==> config.mk <==
export PLATFORM = sky130hd
export DESIGN_NAME = scpad_frontend_queue_flat
export DESIGN_NICKNAME = d
export VERILOG_FILES = /design/src/rtl/scpad_frontend_queue_if.sv /design/src/rtl/scpad_frontend_queue.sv /design/src/flat_wrapper.sv
export SDC_FILE = /design/constraint.sdc
export NUM_CORES = 1
export LEC_CHECK = 0
export CORE_ASPECT_RATIO = 0.6
export CORE_MARGIN = 2
export CORE_UTILIZATION = 35
export DETAILED_ROUTE_END_ITERATION = 8
export MAX_ROUTING_LAYER = met4
export PLACE_DENSITY_LB_ADDON = 0.05
export REMOVE_ABC_BUFFERS = 1
export SYNTH_ARGS = -nofsm -noshare
export SYNTH_HDL_FRONTEND = slang
export SYNTH_SLANG_ARGS = --single-unit
==> constraint.sdc <==
create_clock -name clk -period 3.4 [get_ports clk]
set_input_delay 0.68 -clock clk [delete_from_list [all_inputs] [get_ports clk]]
set_output_delay 0.68 -clock clk [all_outputs]
set_load 0.05 [all_outputs]
==> src/rtl/scpad_frontend_queue_if.sv <==
// Handshake bundle between a vector-core port, the frontend queue and the scratchpad body.
// The frontend takes the slave view; the core/body side (or a bench) takes the master view.
interface scpad_frontend_queue_if #(
  parameter int REQ_W = 64,
  parameter int RES_W = 64
);
  logic             vec_req_valid;
  logic             vec_req_ready;
  logic [REQ_W-1:0] vec_req_data;
  logic             body_req_valid;
  logic             body_req_ready;
  logic [REQ_W-1:0] body_req_data;
  logic             body_res_valid;
  logic [RES_W-1:0] body_res_data;
  logic             vec_res_valid;
  logic             vec_res_ready;
  logic [RES_W-1:0] vec_res_data;

  modport slave (
    input  vec_req_valid, vec_req_data, body_req_ready,
    input  body_res_valid, body_res_data, vec_res_ready,
    output vec_req_ready, body_req_valid, body_req_data,
    output vec_res_valid, vec_res_data
  );

  modport master (
    output vec_req_valid, vec_req_data, body_req_ready,
    output body_res_valid, body_res_data, vec_res_ready,
    input  vec_req_ready, body_req_valid, body_req_data,
    input  vec_res_valid, vec_res_data
  );
endinterface

==> src/rtl/scpad_frontend_queue.sv <==
// Scratchpad frontend for one vector-core port: request FIFO toward the body, response FIFO
// toward the core, with response-FIFO credits gating issue so body responses are never dropped.
module scpad_frontend_queue #(
  parameter int IDX       = 0,
  parameter int REQ_W     = 64,
  parameter int RES_W     = 64,
  parameter int REQ_DEPTH = 4,
  parameter int RES_DEPTH = 4
) (
  input  logic                           clk,
  input  logic                           rst,
  input  logic                           flush,
  scpad_frontend_queue_if.slave          bus,
  output logic                           fe_vec_stall,
  output logic [$clog2(REQ_DEPTH+1)-1:0] req_count,
  output logic [$clog2(RES_DEPTH+1)-1:0] outstanding,
  output logic                           spurious_res
);
  localparam int RQ_PW = $clog2(REQ_DEPTH);
  localparam int RQ_CW = $clog2(REQ_DEPTH + 1);
  localparam int RS_PW = $clog2(RES_DEPTH);
  localparam int RS_CW = $clog2(RES_DEPTH + 1);
  localparam logic [RQ_CW-1:0] RQ_FULL = RQ_CW'(REQ_DEPTH);
  localparam logic [RS_CW-1:0] RS_FULL = RS_CW'(RES_DEPTH);
  localparam bit CFG_OK = (IDX >= 0) && (REQ_DEPTH >= 2) && (RES_DEPTH >= 2) &&
                          ((REQ_DEPTH & (REQ_DEPTH - 1)) == 0) &&
                          ((RES_DEPTH & (RES_DEPTH - 1)) == 0);

  logic [REQ_W-1:0] req_mem [REQ_DEPTH];
  logic [RQ_PW-1:0] req_wr_ptr, req_rd_ptr;
  logic [RQ_CW-1:0] req_cnt;
  logic [RES_W-1:0] res_mem [RES_DEPTH];
  logic [RS_PW-1:0] res_wr_ptr, res_rd_ptr;
  logic [RS_CW-1:0] res_cnt;
  logic [RS_CW-1:0] outst_cnt;
  logic [RS_CW-1:0] inflight;
  logic             spurious_q;

  logic req_push, req_issue, req_nonempty;
  logic res_capture, res_pop, res_nonempty;

  // Ready looks only at the registered count, so a full FIFO refuses even with a pop pending.
  assign bus.vec_req_ready  = (req_cnt != RQ_FULL);
  assign fe_vec_stall       = (req_cnt == RQ_FULL);
  assign req_nonempty       = (req_cnt != '0);
  assign bus.body_req_valid = req_nonempty & (outst_cnt != RS_FULL) & ~flush;
  assign bus.body_req_data  = req_nonempty ? req_mem[req_rd_ptr] : '0;
  assign req_push           = bus.vec_req_valid & bus.vec_req_ready & ~flush;
  assign req_issue          = bus.body_req_valid & bus.body_req_ready;

  assign res_nonempty       = (res_cnt != '0);
  assign bus.vec_res_valid  = res_nonempty;
  assign bus.vec_res_data   = res_nonempty ? res_mem[res_rd_ptr] : '0;
  assign res_capture        = bus.body_res_valid & (inflight != '0);
  assign res_pop            = res_nonempty & bus.vec_res_ready;

  assign req_count          = req_cnt;
  assign outstanding        = outst_cnt;
  assign spurious_res       = spurious_q;

  always_ff @(posedge clk) begin
    if (req_push) req_mem[req_wr_ptr] <= bus.vec_req_data;
    if (res_capture) res_mem[res_wr_ptr] <= bus.body_res_data;
  end

  always_ff @(posedge clk) begin
    if (rst) begin
      req_wr_ptr <= '0;
      req_rd_ptr <= '0;
      req_cnt    <= '0;
      res_wr_ptr <= '0;
      res_rd_ptr <= '0;
      res_cnt    <= '0;
      outst_cnt  <= '0;
      inflight   <= '0;
      spurious_q <= 1'b0;
    end else begin
      // Flush blocks both push and issue, so clearing the request side is all it needs.
      if (flush) begin
        req_wr_ptr <= '0;
        req_rd_ptr <= '0;
        req_cnt    <= '0;
      end else begin
        if (req_push)  req_wr_ptr <= req_wr_ptr + RQ_PW'(1);
        if (req_issue) req_rd_ptr <= req_rd_ptr + RQ_PW'(1);
        case ({req_push, req_issue})
          2'b10:   req_cnt <= req_cnt + RQ_CW'(1);
          2'b01:   req_cnt <= req_cnt - RQ_CW'(1);
          default: req_cnt <= req_cnt;
        endcase
      end

      if (res_capture) res_wr_ptr <= res_wr_ptr + RS_PW'(1);
      if (res_pop)     res_rd_ptr <= res_rd_ptr + RS_PW'(1);
      case ({res_capture, res_pop})
        2'b10:   res_cnt <= res_cnt + RS_CW'(1);
        2'b01:   res_cnt <= res_cnt - RS_CW'(1);
        default: res_cnt <= res_cnt;
      endcase

      case ({req_issue, res_pop})
        2'b10:   outst_cnt <= outst_cnt + RS_CW'(1);
        2'b01:   outst_cnt <= outst_cnt - RS_CW'(1);
        default: outst_cnt <= outst_cnt;
      endcase

      case ({req_issue, res_capture})
        2'b10:   inflight <= inflight + RS_CW'(1);
        2'b01:   inflight <= inflight - RS_CW'(1);
        default: inflight <= inflight;
      endcase

      if (bus.body_res_valid && (inflight == '0)) spurious_q <= 1'b1;
    end
  end

  cfg_check: assert property (@(posedge clk) CFG_OK);
endmodule
==> src/flat_wrapper.sv <==
// flat-port wrapper written by rule: the top's interface ports become plain ports
module scpad_frontend_queue_flat 
#(
  parameter int IDX       = 0,
  parameter int REQ_W     = 64,
  parameter int RES_W     = 64,
  parameter int REQ_DEPTH = 4,
  parameter int RES_DEPTH = 4
)
  (clk, rst, flush, fe_vec_stall, req_count, outstanding, spurious_res, bus_vec_req_valid, bus_vec_req_data, bus_body_req_ready, bus_body_res_valid, bus_body_res_data, bus_vec_res_ready, bus_vec_req_ready, bus_body_req_valid, bus_body_req_data, bus_vec_res_valid, bus_vec_res_data);
  scpad_frontend_queue_if #(.REQ_W(REQ_W), .RES_W(RES_W)) bus_i ();
  input  logic clk;
  input  logic rst;
  input  logic flush;
  output logic fe_vec_stall;
  output logic [$clog2(REQ_DEPTH+1)-1:0] req_count;
  output logic [$clog2(RES_DEPTH+1)-1:0] outstanding;
  output logic spurious_res;
  input wire logic [$bits(bus_i.vec_req_valid)-1:0] bus_vec_req_valid;
  input wire logic [$bits(bus_i.vec_req_data)-1:0] bus_vec_req_data;
  input wire logic [$bits(bus_i.body_req_ready)-1:0] bus_body_req_ready;
  input wire logic [$bits(bus_i.body_res_valid)-1:0] bus_body_res_valid;
  input wire logic [$bits(bus_i.body_res_data)-1:0] bus_body_res_data;
  input wire logic [$bits(bus_i.vec_res_ready)-1:0] bus_vec_res_ready;
  output wire logic [$bits(bus_i.vec_req_ready)-1:0] bus_vec_req_ready;
  output wire logic [$bits(bus_i.body_req_valid)-1:0] bus_body_req_valid;
  output wire logic [$bits(bus_i.body_req_data)-1:0] bus_body_req_data;
  output wire logic [$bits(bus_i.vec_res_valid)-1:0] bus_vec_res_valid;
  output wire logic [$bits(bus_i.vec_res_data)-1:0] bus_vec_res_data;
  assign bus_i.vec_req_valid = bus_vec_req_valid;
  assign bus_i.vec_req_data = bus_vec_req_data;
  assign bus_i.body_req_ready = bus_body_req_ready;
  assign bus_i.body_res_valid = bus_body_res_valid;
  assign bus_i.body_res_data = bus_body_res_data;
  assign bus_i.vec_res_ready = bus_vec_res_ready;
  assign bus_vec_req_ready = bus_i.vec_req_ready;
  assign bus_body_req_valid = bus_i.body_req_valid;
  assign bus_body_req_data = bus_i.body_req_data;
  assign bus_vec_res_valid = bus_i.vec_res_valid;
  assign bus_vec_res_data = bus_i.vec_res_data;
  scpad_frontend_queue #(.IDX(IDX), .REQ_W(REQ_W), .RES_W(RES_W), .REQ_DEPTH(REQ_DEPTH), .RES_DEPTH(RES_DEPTH)) u_core (.clk(clk), .rst(rst), .flush(flush), .bus(bus_i), .fe_vec_stall(fe_vec_stall), .req_count(req_count), .outstanding(outstanding), .spurious_res(spurious_res));
endmodule
Word level (Yosys, flattened, before mapping). Memories as Yosys holds them, arrays and structs flattened. A register that Yosys moved wholly into a read port is not among the register bits. Index checks and enable logic that the tools add are counted.

Word-level logic and storage cells: 66. Input bits: 135. Output and inout port bits: 139. Register bits: 21. Memories kept: 2. RAM bits: 512.

Muxes and demuxes: 14. Bitwise operators: 8. Equal/unequal tests: 11. Reductions and logical operators: 10. Add/sub/neg operators: 12.

Memory list: u_core.req_mem (words 4, width 64, rd ports 1, clocked after Yosys merged registers in 1, wr ports 1, line scpad_frontend_queue.sv:29) `logic [REQ_W-1:0] req_mem [REQ_DEPTH];`; u_core.res_mem (words 4, width 64, rd ports 1, clocked after Yosys merged registers in 1, wr ports 1, line scpad_frontend_queue.sv:32) `logic [RES_W-1:0] res_mem [RES_DEPTH];`.

Operator list (count): $mux W64 (2); $pmux W3 S2 (4); $add A3 B1 Y3 const B (4); $sub A3 B1 Y3 const B (4); $reduce_bool A3 Y1 (3); $add A2 B1 Y2 const B (4); $eq A2 B1 Y1 const B (4); $eq A2 B2 Y1 const B (4); $mux W2 (4); $reduce_bool A2 Y1 (4); $and A1 B1 Y1 (7); $ne A3 B3 Y1 const B (2); $mux W1 (4); $eq A3 B3 Y1 const B (1); $logic_not A3 Y1 (1); $reduce_or A2 Y1 (1); $logic_and A1 B1 Y1 (1); $not A1 Y1 (1).

Logic depth before layout (Yosys ltp).
Depth after elaboration: 6. Mapped depth: 10. Depth with buffers taken out: 10.

Worst setup path before layout. No wires, ideal clock.

Kind: register to register. From: reg u_core.req_cnt[0], in the netlist u_core.req_count[0]. To: mem u_core.req_mem[0][0] (enable). Cell stages (with the launch flop): 5. Setup time: 0.429 ns. Path slack: -0.557 ns. Path buffers: 0. Arrival time: 3.528 ns. Data required time: 2.971 ns. Cell sequence: dfxtp_1 > or3b_1 > inv_1 > nor3_1 > and2_1.

Longest elaborated chain between the ends: 5.

RTL lines: from (decl) (line scpad_frontend_queue.sv:31) `logic [RQ_CW-1:0] req_cnt;`; from (signal assigned) (line scpad_frontend_queue.sv:87) `2'b10: req_cnt <= req_cnt + RQ_CW'(1);`; from (signal assigned) (line scpad_frontend_queue.sv:88) `2'b01: req_cnt <= req_cnt - RQ_CW'(1);`; from (signal assigned) (line scpad_frontend_queue.sv:89) `default: req_cnt <= req_cnt;`; $ne A3 B3 Y1 (line scpad_frontend_queue.sv:43) `assign bus.vec_req_ready = (req_cnt != RQ_FULL);`; named net bus_vec_req_ready (line flat_wrapper.sv:25) `output wire logic [$bits(bus_i.vec_req_ready)-1:0] bus_vec_req_ready;`; $and A1 B1 Y1 (2 in a row) (line scpad_frontend_queue.sv:48) `assign req_push = bus.vec_req_valid & bus.vec_req_ready & ~flush;`; $mux W1 (line scpad_frontend_queue.sv:62) `if (req_push) req_mem[req_wr_ptr] <= bus.vec_req_data;`; $mux W1 (not written as such) (line scpad_frontend_queue.sv:62); to (decl) (line scpad_frontend_queue.sv:29).

The timed path passes the listed nets, and every way through them passes these cells.

==> metrics.md <==
| Metric | Value |
|---|---|
| Ratio of cells with drive above 1 in the final layout | 20.2% |
| Fin util | 44.7% |
| Clk sinks | 537 |
| Most common cell after layout, fill and taps aside | edfxtp_1 |
| Commonest cells after routing, fill and taps aside | edfxtp_1 (512), clkdlybuf4s50_1 (146), mux4_2 (125), dlygate4sd2_1 (122) |
| Ports | 274 |
| GPL Wtd Cong | 0.708 |
| WHS Path Cells | 2 |
| Total grt overflow | 0 |
| Ys Warns | 0 |
| Synth area leader | edfxtp_1 |
| Final Skew | 20.0 ps |
| Via count | 9900 |
| Post-CTS Hold Fix Bufs | 0 |
| PD cells | 528 nW/um^2 |
| Distinct cell type count after synthesis | 33 |
| Vias in the first global route | 10500 |
| Die span in x | 318 microns |
| Detailed-route wire length | 44400 microns |
| Avg Inst Size Synth | 21.7 sq um |
| Setup Viol. Count Final | 0 |
| Max stage delay on crit path | 560 ps |
| Max cap viols | 0 |
| Required time worst endpoint | 2720 ps |
| Worst-path clk slew | 60 ps |
| Initial antenna violation count | 0 |
| Final hold violations | 0 |
| Slowest cell on crit path | mux4_2 |
| CTS buffer count | 52 |
| Relative slew slack | 52.3% |
| Min-delay worst type | reg2reg |
| Setup TNS | 0 ps |
| Worst vdd ir | 0.392 mV |
| Die Height | 193 microns |
| Total Routing Usage GR | 14.9% |
| Leakage power | 8.85 nW |
| RR Endpoint | u_core.req_count[2]$_SDFFE_PP0P_ |
| First-pass GRT wire length | 66300 microns |
| Final min period | 3250 ps |
| Vias per std cell | 4.67 |
| HPWL after detailed placement | 28400 microns |
| Slew @ Worst Pin | 713 ps |
| Hold path start | u_core.req_rd_ptr[1]$_SDFFE_PP0P_ |
| Crit share post-route | 95.5% |
| I/O Buffers | 273 |
| Max-slew violation count | 0 |
| Initial Utilization | 35.2% |
| Nature of the critical path startpoint | register |
| Busiest grt layer | met2 |
| Area Overhead vs Synth | 27.0% |
| Antenna Cells | 0 |
| Synth top area share | 74.1% |
| FF-to-FF path depth | 10 |
| Critical Path AT | 2570 ps |
| First-iteration detailed-routing DRC count | 589 |
| Nets | 1447 |
| CP Cell Sequence | buf_12, mux4_2, and2_1, dlygate4sd2_1 |
| Core area | 58900 sq um |
| Status | complete, no violations |
| Die area | 61300 sq um |
| R2R Setup Slk | 840 ps |
| Mapped Cells | 955 |
| Skew-Pair Late Insertion Delay | 600 ps |
| First-pass iteration count of the detailed router | 4 |
| Sequential-to-total area share from yosys stat | 76.6% |
| Crit. End Element | primary output |
| H-tree depth | 2 |
| F_max | 308 MHz |
| Num rows | 69 |
| Grt met3 use | 2.78% |
| Seq cells post-synth | 537 |
| DR WL/cell | 20.9 microns |
| Clock root cell | clkbuf_16 |
| GR Layer Usage met2 | 23.6% |
| Post-route ant nets | 0 |
| CP max FO | 17 |
| Met1 track demand over resource | 19.9% |
| Worst r2r src | u_core.req_count[2]$_SDFFE_PP0P_ |
| Largest cells by area after synthesis | edfxtp_1 (74%), mux4_2 (14%), dfxtp_1 (2.4%) |
| CTS tree | yes |
| CTS max path bufs | 3 |
| Largest net degree at the start of global routing | 65 |
| Kind of critical path | reg2out |
| RSZ-0062 raised after global routing | no |
| Post-synthesis cell area | 20700 sq um |
| Drt drc | 0 |
-- what timing repair did --
action                                  CTS  global route
endpoints found under the setup margin  125             1
buffers inserted                          0             0
resized for setup                       124             1
-- per-stage QoR --
stage	total power [mW]	std cells	hold slack, ps	instance area, sq um	setup WS [ps]
after floorplan	8.14	910	446	20400	-1220
after detailed placement	8.70	2023	466	24900	371
after global routing	14.5	2118	524	26300	6.33
final	13.9	2118	467	26300	154
after global placement	8.69	2023	462	24900	345
after CTS	14.2	2118	477	26300	51.1
-- worst max-delay path by stage --
stage	end	slack, ps	depth (start not counted)
after floorplan	bus_body_req_data[0]	-1220	2
after global placement	u_core.outstanding[2]$_SDFFE_PP0P_	340	8
after detailed placement	u_core.outstanding[2]$_SDFFE_PP0P_	370	8
after CTS	bus_vec_res_data[45]	50	4
after global routing	bus_vec_res_data[1]	6	4
final	bus_vec_res_data[56]	150	4
-- power breakdown --
| group | leakage (nW) | internal, mW | switching, mW |
|---|---|---|---|
| clock network | 0.772 | 3.06 | 2.38 |
| logic | 3.25 | 0.452 | 0.662 |
| registers | 4.83 | 7.32 | 0.0340 |
-- cells by family (layout without fill, tap and decap cells) --
family | Yosys count | count (layout) | synth area share (%)
simple gates | 175 | 175 | 5.12
mux | 133 | 133 | 14.2
fa+ha+maj | 16 | 16 | 1.11
xor+xnor | 11 | 11 | 0.465
compound gates | 19 | 19 | 0.507
buf+inv | 64 | 446 | 2.04
flops | 537 | 537 | 76.6
-- sequential cells by signal, summed over array words and instances, names as in the netlist, named ones only --
signal	cells
u_core.req_mem	256
u_core.res_mem	256
u_core.inflight	3
u_core.outstanding	3
u_core.req_count	3
u_core.res_cnt	3
u_core.req_rd_ptr	2
u_core.req_wr_ptr	2
u_core.res_rd_ptr	2
u_core.res_wr_ptr	2
u_core.spurious_res	1
-- area by class of cell --
cell class,count,area (sq um)
Clock buffer,70,1410
Clock inverter,25,176
Fill cell,5127,32500
Inverter,19,71.3
Multi-Input combinational cell,354,4450
Sequential cell,537,15900
Tap cell,781,977
Timing Repair Buffer,332,3350
-- worst max-delay path, delay by kind of cell, from the launching register on --
kind	cells	cell delay (ps)
mux	1	560
simple gates	1	180
flops	1	540
buf+inv	2	640
-- synthesized netlist by cell type (all sizes together) --
cell and count:
ha 12, nor4 1, mux4 128, nor2b 64, nor3 4, nand3 2, fa 4, o31a 1
edfxtp 512, buf 32, or2 1, dfxtp 25, nor2 18, inv 19, a21oi 10, or3b 1
or3 7, xnor2 2, nor3b 1, o311ai 1, mux2i 5, clkbuf 13, o31ai 1, and2 72
nor4b 1, nand2 3, xor2 9, o21ai 6
-- routing by layer --
metal / up-vias / wire (microns)
li1: 4532 / -
met1: 5150 / 20300
met4: 0 / 816
met3: 60 / 1560
met2: 158 / 21700
met5: - / 0
Power figures use the tool's default switching activity.
